==> config.mk <==
export PLATFORM = sky130hd
export DESIGN_NAME = router_ingress_serializer
export DESIGN_NICKNAME = d
export VERILOG_FILES = /design/src/rtl/router_pkg.sv /design/src/rtl/router_ser_fifo.sv /design/src/rtl/router_ingress_serializer.sv
export SDC_FILE = /design/constraint.sdc
export NUM_CORES = 1
export LEC_CHECK = 0
export ABC_AREA = 1
export CORE_ASPECT_RATIO = 1.25
export CORE_MARGIN = 3
export CORE_UTILIZATION = 30
export DETAILED_ROUTE_END_ITERATION = 16
export GPL_TIMING_DRIVEN = 0
export SETUP_SLACK_MARGIN = 0.2
export SLEW_MARGIN = 40
export SYNTH_ARGS = -nofsm -noshare
export SYNTH_HDL_FRONTEND = slang
export SYNTH_SLANG_ARGS = --single-unit
==> constraint.sdc <==
create_clock -name clk -period 2.3 [get_ports clk]
set_input_delay 0.23 -clock clk [delete_from_list [all_inputs] [get_ports clk]]
set_output_delay 0.23 -clock clk [all_outputs]
set_load 0.005 [all_outputs]
==> src/rtl/router_pkg.sv <==
// Shared types for the router ingress serializer: FSM states, byte width and FIFO entry layout.
package router_pkg;

  localparam int unsigned BYTE_W = 8;

  typedef enum logic [2:0] {
    IDLE,
    ADDR,
    WAIT_GNT,
    PAYLOAD,
    GAP
  } ser_state_e;

  typedef struct packed {
    logic              last;
    logic [BYTE_W-1:0] data;
  } ser_entry_t;

endpackage

==> src/rtl/router_ser_fifo.sv <==
// Synchronous FIFO with count-based full/empty; head entry is presented combinationally.
module router_ser_fifo #(
  parameter int unsigned Depth = 16,
  parameter int unsigned Width = 9
) (
  input  logic             clk_i,
  input  logic             reset_i,
  input  logic             push_i,
  input  logic [Width-1:0] wdata_i,
  input  logic             pop_i,
  output logic [Width-1:0] rdata_o,
  output logic             full_o,
  output logic             empty_o
);

  localparam int unsigned PtrW = (Depth > 1) ? $clog2(Depth) : 1;
  localparam logic [PtrW:0] DepthCnt = Depth[PtrW:0];

  logic [Width-1:0] mem_q [Depth];
  logic [PtrW-1:0]  wr_ptr_q, rd_ptr_q;
  logic [PtrW:0]    count_q;
  logic             do_push, do_pop;

  assign full_o  = (count_q == DepthCnt);
  assign empty_o = (count_q == '0);
  assign do_push = push_i & ~full_o;
  assign do_pop  = pop_i & ~empty_o;
  assign rdata_o = mem_q[rd_ptr_q];

  always_ff @(posedge clk_i) begin
    if (reset_i) begin
      wr_ptr_q <= '0;
      rd_ptr_q <= '0;
      count_q  <= '0;
    end else begin
      if (do_push) wr_ptr_q <= wr_ptr_q + 1'b1;
      if (do_pop)  rd_ptr_q <= rd_ptr_q + 1'b1;
      case ({do_push, do_pop})
        2'b10:   count_q <= count_q + 1'b1;
        2'b01:   count_q <= count_q - 1'b1;
        default: count_q <= count_q;
      endcase
    end
  end

  // Storage is not reset; only valid entries are ever read out.
  always_ff @(posedge clk_i) begin
    if (do_push) mem_q[wr_ptr_q] <= wdata_i;
  end

endmodule

==> src/rtl/router_ingress_serializer.sv <==
// Byte-stream to serial lane feeder: dst bits, wait for grant, then payload LSB-first.
// Optional statistics counters are enabled by defining ROUTER_SER_STATS_EN.
module router_ingress_serializer
  import router_pkg::*;
#(
  parameter int unsigned FIFO_DEPTH = 16,
  parameter int unsigned DST_W      = 4
) (
  input  logic              clk,
  input  logic              reset,
  input  logic              s_valid,
  output logic              s_ready,
  input  logic [BYTE_W-1:0] s_data,
  input  logic              s_last,
  input  logic [DST_W-1:0]  s_dst,
  input  logic              i_gnt,
  output logic              o_frame,
  output logic              o_valid,
  output logic              o_data,
  output logic              o_busy
`ifdef ROUTER_SER_STATS_EN
  ,
  output logic [15:0]       pkt_cnt,
  output logic [15:0]       byte_cnt,
  output logic [15:0]       underrun_cnt
`endif
);

  localparam int unsigned     CntW     = ($clog2(DST_W) > 3) ? $clog2(DST_W) : 3;
  localparam logic [CntW-1:0] AddrLast = CntW'(DST_W - 1);
  localparam logic [CntW-1:0] BitLast  = CntW'(BYTE_W - 1);

  logic                          fifo_push, fifo_pop, fifo_full, fifo_empty;
  logic [$bits(ser_entry_t)-1:0] fifo_rdata;
  ser_entry_t                    fifo_wentry, fifo_head;

  assign fifo_wentry = '{last: s_last, data: s_data};
  assign fifo_head   = ser_entry_t'(fifo_rdata);

  router_ser_fifo #(
    .Depth(FIFO_DEPTH),
    .Width($bits(ser_entry_t))
  ) u_fifo (
    .clk_i  (clk),
    .reset_i(reset),
    .push_i (fifo_push),
    .wdata_i(fifo_wentry),
    .pop_i  (fifo_pop),
    .rdata_o(fifo_rdata),
    .full_o (fifo_full),
    .empty_o(fifo_empty)
  );

  // Two-entry destination queue lets the next packet's dst land while the current one drains.
  logic [DST_W-1:0] dq_mem_q [2];
  logic             dq_wr_q, dq_rd_q;
  logic [1:0]       dq_cnt_q;
  logic             first_q, dq_push, dq_pop, dq_full, dq_empty;
  logic [DST_W-1:0] dq_head;

  ser_state_e        state_q, state_d;
  logic [CntW-1:0]   cnt_q, cnt_d;
  logic [DST_W-1:0]  addr_q, addr_d;
  logic [BYTE_W-1:0] sh_q, sh_d;
  logic              last_q, last_d, have_q, have_d;
  logic              frame_d, valid_d, data_d, take;

  assign dq_full   = (dq_cnt_q == 2'd2);
  assign dq_empty  = (dq_cnt_q == 2'd0);
  assign s_ready   = ~fifo_full & ~(first_q & dq_full);
  assign fifo_push = s_valid & s_ready;
  assign dq_push   = fifo_push & first_q;
  assign dq_pop    = (state_q == GAP);
  assign dq_head   = dq_mem_q[dq_rd_q];
  assign fifo_pop  = take;

  always_ff @(posedge clk) begin
    if (reset) begin
      first_q  <= 1'b1;
      dq_wr_q  <= 1'b0;
      dq_rd_q  <= 1'b0;
      dq_cnt_q <= 2'd0;
    end else begin
      if (fifo_push) first_q <= s_last;
      if (dq_push) begin
        dq_mem_q[dq_wr_q] <= s_dst;
        dq_wr_q           <= ~dq_wr_q;
      end
      if (dq_pop) dq_rd_q <= ~dq_rd_q;
      case ({dq_push, dq_pop})
        2'b10:   dq_cnt_q <= dq_cnt_q + 2'd1;
        2'b01:   dq_cnt_q <= dq_cnt_q - 2'd1;
        default: dq_cnt_q <= dq_cnt_q;
      endcase
    end
  end

  // Outputs are computed for the state being entered and registered alongside it.
  always_comb begin
    state_d = state_q;
    cnt_d   = cnt_q;
    addr_d  = addr_q;
    sh_d    = sh_q;
    last_d  = last_q;
    have_d  = have_q;
    frame_d = 1'b0;
    valid_d = 1'b0;
    data_d  = 1'b0;
    take    = 1'b0;
    unique case (state_q)
      IDLE: begin
        if (!fifo_empty && !dq_empty) begin
          state_d = ADDR;
          cnt_d   = '0;
          addr_d  = dq_head;
          frame_d = 1'b1;
          data_d  = dq_head[0];
        end
      end
      ADDR: begin
        frame_d = 1'b1;
        if (cnt_q == AddrLast) begin
          state_d = WAIT_GNT;
        end else begin
          cnt_d  = cnt_q + 1'b1;
          addr_d = addr_q >> 1;
          data_d = addr_d[0];
        end
      end
      WAIT_GNT: begin
        frame_d = 1'b1;
        if (i_gnt) begin
          state_d = PAYLOAD;
          have_d  = 1'b0;
          take    = ~fifo_empty;
        end
      end
      PAYLOAD: begin
        frame_d = 1'b1;
        if (have_q && cnt_q != BitLast) begin
          cnt_d   = cnt_q + 1'b1;
          sh_d    = sh_q >> 1;
          valid_d = 1'b1;
          data_d  = sh_d[0];
        end else if (have_q && last_q) begin
          state_d = GAP;
          frame_d = 1'b0;
          have_d  = 1'b0;
        end else if (!fifo_empty) begin
          take = 1'b1;
        end else begin
          // Underrun: hold the frame open with a bubble until data arrives.
          have_d = 1'b0;
        end
      end
      GAP:     state_d = IDLE;
      default: state_d = IDLE;
    endcase
    if (take) begin
      sh_d    = fifo_head.data;
      last_d  = fifo_head.last;
      cnt_d   = '0;
      have_d  = 1'b1;
      valid_d = 1'b1;
      data_d  = fifo_head.data[0];
    end
  end

  always_ff @(posedge clk) begin
    if (reset) begin
      state_q <= IDLE;
      cnt_q   <= '0;
      addr_q  <= '0;
      sh_q    <= '0;
      last_q  <= 1'b0;
      have_q  <= 1'b0;
      o_frame <= 1'b0;
      o_valid <= 1'b0;
      o_data  <= 1'b0;
      o_busy  <= 1'b0;
    end else begin
      state_q <= state_d;
      cnt_q   <= cnt_d;
      addr_q  <= addr_d;
      sh_q    <= sh_d;
      last_q  <= last_d;
      have_q  <= have_d;
      o_frame <= frame_d;
      o_valid <= valid_d;
      o_data  <= data_d;
      o_busy  <= (state_d != IDLE);
    end
  end

`ifdef ROUTER_SER_STATS_EN
  always_ff @(posedge clk) begin
    if (reset) begin
      pkt_cnt      <= '0;
      byte_cnt     <= '0;
      underrun_cnt <= '0;
    end else begin
      if (state_d == GAP && state_q != GAP) pkt_cnt <= pkt_cnt + 16'd1;
      if (take) byte_cnt <= byte_cnt + 16'd1;
      if (state_d == PAYLOAD && !have_d) underrun_cnt <= underrun_cnt + 16'd1;
    end
  end
`endif

endmodule
==> qor.yml, run 1 <==
status: "finished with violations"
violations: "setup timing"
yosys-top-cells-count: "nand2_1, edfxtp_1, nand3_1"
overflow: 0
grt_pass1_wl_mm: 33.0
layout.cells.non_filler: 1295
start_util_pct: 30.6
io_pins: 22
holdWs_ns: 0.331
fin_ws_ns: -0.0724
ys_types: 39
syn_area_um2: 8530
hp-class: "primary input to register"
ys.flop_type: "edfxtp_1"
fp.dieH_um: 194
clock_skew_ns: 0.0162
fin_area_um2: 10500
rsz0062_at_grt: "true"
slew_headroom_pct: 49.0
cap_viol_max_count: 0
die-width_um: 157
async_reset_ff_share_pct: 0
drc: 0
final_net_count: 961
syn_to_final_growth_pct: 22.7
coreArea_um2: 27800
finalHoldViolCount: 0
synthCells: 857
clk_pin_slew_ns: 0.07
dp_cells: 1227
dp_hpwl_mm: 13.7
synth_top_area_share_pct: 53.5
fp.dieArea_um2: 30500
crit_type: "register to register"
routed_via_density: 4.66
cts.sinks: 197
cp-end-kind: "register"
worstPathRequired_ns: 2.61
dpl_cell_area_um2: 9270
yosys-top-cells-area: "edfxtp_1, dfxtp_1, nand2_1"
grt_max_degree: 19
cts_tree: "built"
track_usage_pct: 14.4
start_kind: "register"
synth_top_area_cell: "edfxtp_1"
root_buffer: "clkbuf_16"
slew_violations: 0
grt_antenna_before_repair: 0
min_period_ns: 2.37
clk_latency_ns: 0.44
syn_nets: 886
cts_buffers: 17
antenna_cells: 0
vias: 6038
setup_viol: 2
ir_drop_mv: 0.498
powerDensity_nw_per_um2: 711
p_leak_nw: 3.98
yosysMostFrequentCell: "nand2_1"
yosys_warnings: 0
wirelength_mm: 21.1
drive_gt1_share_pct: 15.7
fmax_ghz: 0.422
first_pass_iters: 5
cp_max_fo: 5
yosysSeqAreaShare_pct: 64.1
ys_ff_latch: 197
routabilityCongestion: 0.842
rows: 68
grt_pass1_vias: 5853
fin_crit_sh_pct: 103
portBuffers: 20
ctsLongestPathBuffers: 2
tightest_slew_ns: 0.765
crit_arrival_ns: 2.68
wl_per_cell_um: 16.3
h-tree-depth: 4
syn_avg_cell_area_um2: 9.95
synth_edf_count: 152
ant_nets: 0
drtIter0Drc: 531
## repair_timing
item	4_1_cts	5_1_grt
resized for setup	24	7
setup endpoints to repair	153	128
hold buffers	0	0
setup buffers	30	6
pin swaps	22	6
## cells by family after synthesis
| kind of cell | count (synthesis) | share of synthesized area [%] |
|---|---|---|
| buffers and inverters | 141 | 6.77 |
| muxes | 3 | 0.382 |
| adders and majority gates | 12 | 1.76 |
| DFF | 197 | 64.1 |
| and+or+nand+nor | 415 | 21.0 |
| xor gates and xnor gates | 7 | 0.719 |
| AOI/OAI and AO/OA | 82 | 5.31 |
## state kept, by name, indices dropped and copies added (netlist names), 2 cells and up, named ones only
signal,flops
u_fifo.wr_ptr_q,4
addr_q,3
dq_mem_q,8
u_fifo.count_q,5
u_fifo.rd_ptr_q,4
u_fifo.mem_q,144
state_q,3
dq_cnt_q,2
sh_q,7
cnt_q,3
## critical path: stages, from the launching register on
cell and delay (ns):
dfxtp_2 0.34, ha_4 0.16, ha_4 0.16, nor2_4 0.11, nor2_4 0.05, nand2_2 0.05, nand2_2 0.06, nand2_4 0.08
clkinv_4 0.06, buf_12 0.12, ha_4 0.15, buf_8 0.13, xor2_4 0.15, ha_4 0.16, inv_2 0.04, nand2_2 0.05
nand2_2 0.06, nand2_1 0.05, nand2_1 0.07, nand2_1 0.05, nand2_1 0.08, a21oi_2 0.05
## per-stage QoR
| stage | utilization, % | total power, mW | setup WS, ns | TNS [ns] |
|---|---|---|---|---|
| floorplan | - | 4.26 | -0.00222 | -0.00222 |
| global placement | 33.2 | 4.41 | -0.304 | -20.74 |
| detailed placement | 33.3 | 4.43 | -0.218 | -0.666 |
| CTS | 37.4 | 7.46 | -0.126 | -0.279 |
| global route | 37.6 | 7.69 | -0.182 | -0.462 |
| finish | 37.6 | 7.43 | -0.0724 | -0.0851 |
## where the power goes
group	internal [mW]	switching [mW]	total [mW]
clock	1.63	1.39	3.02
sequential	3.92	0.0486	3.96
combinational	0.170	0.277	0.447
total	5.72	1.72	7.43
## cells in the final DEF, fill, tap and decap left out, types with 20 or more instances in the layout
cell type / instances
inv_1: 98
buf_4: 23
edfxtp_1: 152
dfxtp_1: 41
a21oi_1: 24
nand3_1: 107
o21ai_0: 36
nor2_1: 44
clkdlybuf4s50_1: 20
nand2_1: 219
## final timing paths
check / from / end / slack, ns / cells after the start
max: cnt_q[0] / u_fifo.count_q[4] / -0.07 / 21
min: reset / dq_cnt_q[1] / 0.33 / 2
max reg2reg: cnt_q[0] / u_fifo.count_q[4] / -0.07 / 21
min reg2reg: addr_q[2] / addr_q[2] / 0.45 / 2
## cell type report
| cell class | count | area (um^2) |
|---|---|---|
| buffer | 35 | 193 |
| clock buffer | 17 | 425 |
| clock inverter | 15 | 173 |
| fill | 2681 | 17400 |
| inverter | 106 | 405 |
| multi-input combinational | 519 | 2710 |
| sequential | 197 | 5470 |
| tap | 350 | 438 |
| timing repair buffer | 56 | 646 |
## layer usage
| layer | track usage, % | vias to the layer above | wire, um |
|---|---|---|---|
| met5 | 0 | - | 0 |
| met4 | 7.14 | 0 | 842 |
| met3 | 2.87 | 52 | 1060 |
| met2 | 24.3 | 180 | 10800 |
| met1 | 17.3 | 2812 | 8380 |
| li1 | - | 2994 | - |
No activity file was read; power rests on OpenSTA's default activity.
==> run 2: changes to the inputs <==
--- a/config.mk
+++ b/config.mk
@@ -8,7 +8,7 @@
 export ABC_AREA = 1
 export CORE_ASPECT_RATIO = 1.25
 export CORE_MARGIN = 3
-export CORE_UTILIZATION = 30
+export CORE_UTILIZATION = 40
 export DETAILED_ROUTE_END_ITERATION = 16
 export GPL_TIMING_DRIVEN = 0
 export SETUP_SLACK_MARGIN = 0.2
==> run 2 against run 1 <==
Largest power group unchanged; register-to-register slack is essentially flat; via count grew 0.33%; critical endpoint unchanged; combinational power grew 2%; critical path type unchanged; largest cell class unchanged; clock-buffer cell count is the same; sequential share of layout area grew 0.35 points; the run still ends with setup timing left.
==> qor.yml, run 2 (same netlist as run 1, synthesis figures left out) <==
status: "finished with violations"
violations: "setup timing"
hold_start: "reset"
coreArea_um2: 20900  # -25%
cts_buffers: 17  # unchanged
setup_viol: 2  # unchanged
drtIter0Drc: 525  # -1.1%
cp_max_fo: 5  # unchanged
crit_arrival_ns: 2.66  # -0.02 ns
path_cells: "ha_4 > ha_4 > nor2_4 > nor2_4 > nand2_2 > nand2_2 > nand2_4 > clkinv_4 > buf_12 > ha_4 > buf_8 > xor2_4 > ha_4 > inv_2 > nand2_2 > nand2_2 > nand2_1 > nand2_1 > nand2_1 > nand2_1 > a21oi_1"
r2r_cells: 21  # unchanged
largest_reg_flops: 144  # unchanged
fmax_ghz: 0.424  # +0.58%
cts_tree: "built"
holdPathEnd: "dq_cnt_q[1]"
syn_to_final_growth_pct: 21.9
drc: 0  # unchanged
portBuffers: 20  # unchanged
rsz0062_at_grt: "true"
dp_hpwl_mm: 13.7  # -0.24%
fin_ws_ns: -0.0588  # +0.0136 ns
cts.sinks: 197  # unchanged
multi_input_area_um2: 2710  # about the same
final_net_count: 962  # +0.10%
start_kind: "register"
p_leak_nw: 4.00  # +0.56%
route.met2.wl_mm: 10.5  # -3.2%
clk_latency_ns: 0.44  # about the same
fp.dieArea_um2: 23100  # -24%
met3_length_um: 980  # -7.9%
clk_pin_slew_ns: 0.08  # about the same
h-tree-depth: 4  # unchanged
ctsLongestPathBuffers: 2  # unchanged
top_regs: "u_fifo.mem_q (144), dq_mem_q (8), sh_q (7)"
track_usage_pct: 19.1  # +4.7 points
final_cell_mix: "nand2_1, edfxtp_1, nand3_1, inv_1, nor2_1"
fin_crit_sh_pct: 103  # -0.59 points
slew_violations: 0  # unchanged
overflow: 0  # unchanged
grt_pass1_wl_mm: 33.1  # +0.17%
top_register: "u_fifo.mem_q"
worstPathRequired_ns: 2.60  # about the same
first_pass_iters: 5  # unchanged
grt_antenna_before_repair: 0  # unchanged
grt_pass1_vias: 6002  # +2.5%
cp_num_buf_inv: 4  # unchanged
cts_hold_buffers: 0  # unchanged
clock_skew_ns: 0.0137  # -0.00255 ns
min_period_ns: 2.36  # -0.0136 ns
die-width_um: 137  # -13%
start_util_pct: 40.8  # +10 points
grt_max_degree: 19  # unchanged
crit_type: "register to register"
crit_family: "simple AND/OR/NAND/NOR gates"
hp-class: "primary input to register"
fp.dieH_um: 169  # -13%
wl_per_cell_um: 17.3  # +6.1%
ir_drop_mv: 0.487  # -2.0%
layout.cells.non_filler: 1220  # -5.8%
drive_gt1_share_pct: 15.8  # +0.089 points
final_common_cell: "nand2_1"
tightest_slew_ns: 0.814  # +0.0490 ns
antenna_cells: 0  # unchanged
io_pins: 22  # unchanged
cap_viol_max_count: 0  # unchanged
dp_cells: 1151  # -6.2%
ant_nets: 0  # unchanged
cp_slowest_cell: "dfxtp_2"
r2r-start: "cnt_q[1]"
slew_headroom_pct: 45.6  # -3.4 points
powerDensity_nw_per_um2: 716  # +0.76%
root_buffer: "clkbuf_16"
fillCellCount: 1876  # -30%
finalHoldViolCount: 0  # unchanged
hold-path-cell-count: 2  # unchanged
cp_slowest_stage_delay_ns: 0.34  # about the same
rows: 59  # -13%
routabilityCongestion: 0.856  # +1.8%
routed_via_density: 4.97  # +6.5%
vias: 6058  # +0.33%
top_layer_used: "met4"
setup-tns-final_ns: -0.0833  # +0.00184 ns
cp-end-kind: "register"
seq_area_um2: 5470  # unchanged
wirelength_mm: 21.1  # about the same
regToRegSetupSlack_ns: -0.06  # about the same
wl_met1_mm: 8.83  # +5.4%
r2r_end: "u_fifo.count_q[4]"
[run 2: worst max-delay path by stage]
stage                                      to  slack, ns               from  cells past startpoint
final                       u_fifo.count_q[4]      -0.06           cnt_q[1]                     21
after global routing        u_fifo.count_q[4]      -0.20           cnt_q[0]                     21
after CTS                   u_fifo.count_q[4]      -0.11           cnt_q[0]                     21
after detailed placement    u_fifo.count_q[4]      -0.22           cnt_q[0]                     21
after global placement    u_fifo.mem_q[14][3]      -0.22  u_fifo.count_q[1]                      8
after floorplan             u_fifo.count_q[4]     -0.002           cnt_q[0]                     21
[run 2: through the flow]
| step | utilization [%] | hold WS (ns) | power, mW | worst slack [ns] | area [um^2] |
|---|---|---|---|---|---|
| floorplan | - | 0.329 | 4.26 | -0.00222 | 8600 |
| global placement | 43.7 | 0.439 | 4.42 | -0.218 | 9140 |
| detailed placement | 43.9 | 0.444 | 4.43 | -0.217 | 9180 |
| CTS | 49.4 | 0.292 | 7.46 | -0.111 | 10300 |
| finish | 49.7 | 0.287 | 7.44 | -0.0588 | 10400 |
| global route | 49.7 | 0.338 | 7.70 | -0.203 | 10400 |
[run 2: layer usage]
layer / global-route usage, % / vias up
li1: - / 2996
met1: 23.9 / 2852
met2: 32.1 / 161
met3: 3.65 / 49
met4: 8.72 / 0
met5: 0 / -
[run 2: cell type report]
| class | instances | area share [%] |
|---|---|---|
| plain buffers | 35 | 1.85 |
| clock buffers | 17 | 4.09 |
| clock inverters | 15 | 1.61 |
| inverters | 106 | 3.90 |
| multi-input cells | 519 | 26.1 |
| flip-flops and latches | 197 | 52.7 |
| well taps | 274 | 3.30 |
| repair buffers | 57 | 6.53 |
[run 2: report_power, final]
| part | switching [mW] | internal, mW |
|---|---|---|
| registers | 0.0490 | 3.92 |
| logic | 0.281 | 0.176 |
| clock network | 1.39 | 1.63 |
[run 2: timing repair]
action,in CTS,in global routing
pin swaps,27,6
resized for setup,26,6
endpoints found under the hold margin,0,0
setup buffers,32,5
setup endpoints to repair,149,154
==> run 3: changes to the inputs <==
==> constraint.sdc (replaced) <==
create_clock -name clk -period 2.6 [get_ports clk]
set_input_delay 0.26 -clock clk [delete_from_list [all_inputs] [get_ports clk]]
set_output_delay 0.26 -clock clk [all_outputs]
set_load 0.005 [all_outputs]
==> run 3 against run 2 <==
The run now ends clean; routed wire length decreased by 3.8%; clock power decreased by 14%; total power shrank 13%; sequential cell count unchanged; first-iteration DRC count rose by 4.0%; die area unchanged; worst hold slack better by 0.042 ns; via count is 3.0% lower; sequential share of layout area rose by 2.6 points; cell count is 2.0% lower; largest power group unchanged.
==> qor.yml, run 3 (same netlist as run 1, synthesis figures left out) <==
grt_antenna_before_repair: 0  # unchanged
dp_hpwl_mm: 13.5  # -1.3%
top_register: "u_fifo.mem_q"
final_net_count: 937  # -2.6%
clock_skew_ns: 0.0109  # -0.00277 ns
vias: 5879  # -3.0%
slew_violations: 0  # unchanged
overflow: 0  # unchanged
coreArea_um2: 20900  # unchanged
status: "complete, no violations"
wirelength_mm: 20.3  # -3.8%
grt_pass1_wl_mm: 31.6  # -4.5%
ir_drop_mv: 0.460  # -5.6%
switching_share_pct: 21.8  # -1.2 points
first_pass_iters: 5  # unchanged
cp-end-kind: "register"
io_pins: 22  # unchanged
pre_cts_ws_ns: -0.0687  # +0.148 ns
wl_per_cell_um: 17.0  # -1.8%
path_cells: "ha_4 > ha_4 > nor2_4 > nor2_4 > nand2_2 > nand2_2 > nand2_4 > clkinv_4 > buf_12 > ha_4 > buf_8 > xor2_4 > ha_2 > inv_2 > nand2_2 > nand2_2 > nand2_1 > nand2_1 > nand2_1 > nand2_1 > a21oi_2"
worstPathRequired_ns: 2.90  # +0.30 ns
crit_type: "register to register"
fin_crit_sh_pct: 91.9  # -11 points
p_int_mw: 5.04  # -12%
powerDensity_nw_per_um2: 652  # -9.0%
antenna_cells: 0  # unchanged
largest_reg_flops: 144  # unchanged
route.met2.wl_mm: 9.99  # -4.5%
wl_met1_mm: 8.54  # -3.3%
grt_pass1_vias: 5756  # -4.1%
clk_latency_ns: 0.44  # about the same
root_buffer: "clkbuf_16"
cp_max_fo: 5  # unchanged
p_leak_nw: 3.83  # -4.3%
switchingPower_mw: 1.41  # -18%
clkPwrFrac_pct: 40.2  # -0.4 points
start_util_pct: 40.8  # unchanged
final_common_cell: "nand2_1"
met3_length_um: 906  # -7.6%
grt_max_degree: 18  # -1
rows: 59  # unchanged
top_layer_used: "met4"
cts_hold_buffers: 0  # unchanged
fmax_ghz: 0.418  # -1.3%
top_regs: "u_fifo.mem_q (144), dq_mem_q (8), sh_q (7)"
crit_arrival_ns: 2.69  # +0.03 ns
cts_tree: "built"
drc: 0  # unchanged
ctsLongestPathBuffers: 2  # unchanged
holdWs_ns: 0.329  # +0.0420 ns
comb_power_share_pct: 5.5  # -0.6 points
track_usage_pct: 18.3  # -0.78 points
fp.dieH_um: 169  # unchanged
fp.dieArea_um2: 23100  # unchanged
cp_slowest_stage_delay_ns: 0.34  # about the same
routed_via_density: 4.92  # -0.92%
drive_gt1_share_pct: 12.9  # -2.8 points
cp_num_buf_inv: 4  # unchanged
crit_family: "adder cells"
start_kind: "register"
cts.sinks: 197  # unchanged
drtIter0Drc: 546  # +4.0%
final_cell_mix: "nand2_1, edfxtp_1, nand3_1, inv_1, nor2_1"
fin_ws_ns: 0.210  # +0.268 ns
cp_slowest_cell: "dfxtp_2"
tightest_slew_ns: 0.762  # -0.0518 ns
syn_to_final_growth_pct: 16.1
ant_nets: 0  # unchanged
die-width_um: 137  # unchanged
min_period_ns: 2.39  # +0.0316 ns
cts_buffers: 17  # unchanged
rsz0062_at_grt: "true"
setup_viol: 0  # -2
p_total_mw: 6.45  # -13%
slew_headroom_pct: 49.1  # +3.5 points
portBuffers: 20  # unchanged
hp-class: "primary input to register"
cap_viol_max_count: 0  # unchanged
h-tree-depth: 4  # unchanged
sequentialPowerShare_pct: 54.3  # +1.0 points
routabilityCongestion: 0.826  # -3.6%
clk_pin_slew_ns: 0.07  # about the same
finalHoldViolCount: 0  # unchanged
==> run 3: changes by cell type in the layout (fill, tap and decap cells not counted), moves of 3 or more <==
cell,before,now
buf_12,17,1
buf_4,22,13
clkbuf_16,17,20
nor2_2,4,19
nor2_4,18,3
inv_8,3,0
==> run 3: path summary, 6_finish.rpt <==
kind / start / end / slack (ns) / cells past startpoint
worst min register to register: addr_q[2] / addr_q[2] / 0.45 / 2
worst min-delay path: reset / dq_cnt_q[1] / 0.33 / 2
worst max-delay path: cnt_q[1] / u_fifo.count_q[4] / 0.21 / 21
worst max register to register: cnt_q[1] / u_fifo.count_q[4] / 0.21 / 21
==> run 3: area by class of cell <==
type / count / area (um^2)
fill: 1922 / 11000
sequential: 197 / 5470
multi-input combinational: 519 / 2610
clock buffer: 24 / 536
inverter: 106 / 403
tap: 274 / 343
timing repair buffer: 32 / 290
buffer: 35 / 193
clock inverter: 8 / 58.8
==> run 3: power by group through the flow <==
| stage | combinational (mW) | sequential, mW | clock [mW] |
|---|---|---|---|
| floorplan | 0.200 | 3.56 | 0 |
| finish | 0.353 | 3.51 | 2.59 |
| global route | 0.400 | 3.51 | 2.78 |
| detailed placement | 0.338 | 3.57 | 0 |
| global placement | 0.329 | 3.57 | 0 |
| CTS | 0.352 | 3.51 | 2.65 |
==> run 3: through the flow <==
stage	util (%)	cells	cell area, um^2	setup TNS (ns)
final	47.4	1195	9900	0
after global routing	47.4	1195	9900	0
after CTS	47.2	1193	9860	0
after detailed placement	43.8	1151	9140	-0.0687
after global placement	43.6	1151	9100	-0.0265
after floorplan	-	857	8560	0
==> run 3: repair_timing <==
item / in CTS / in global routing
buffers inserted: 10 / 2
gates resized for setup: 11 / 7
setup endpoints to repair: 4 / 10
hold endpoints to repair: 0 / 0
pin swaps: 7 / 4
==> run 3: per-layer routing <==
metal	up-vias	track usage [%]
met1	2743	22.9
met4	0	7.85
met3	45	3.83
met5	-	0
li1	2942	-
met2	149	30.8
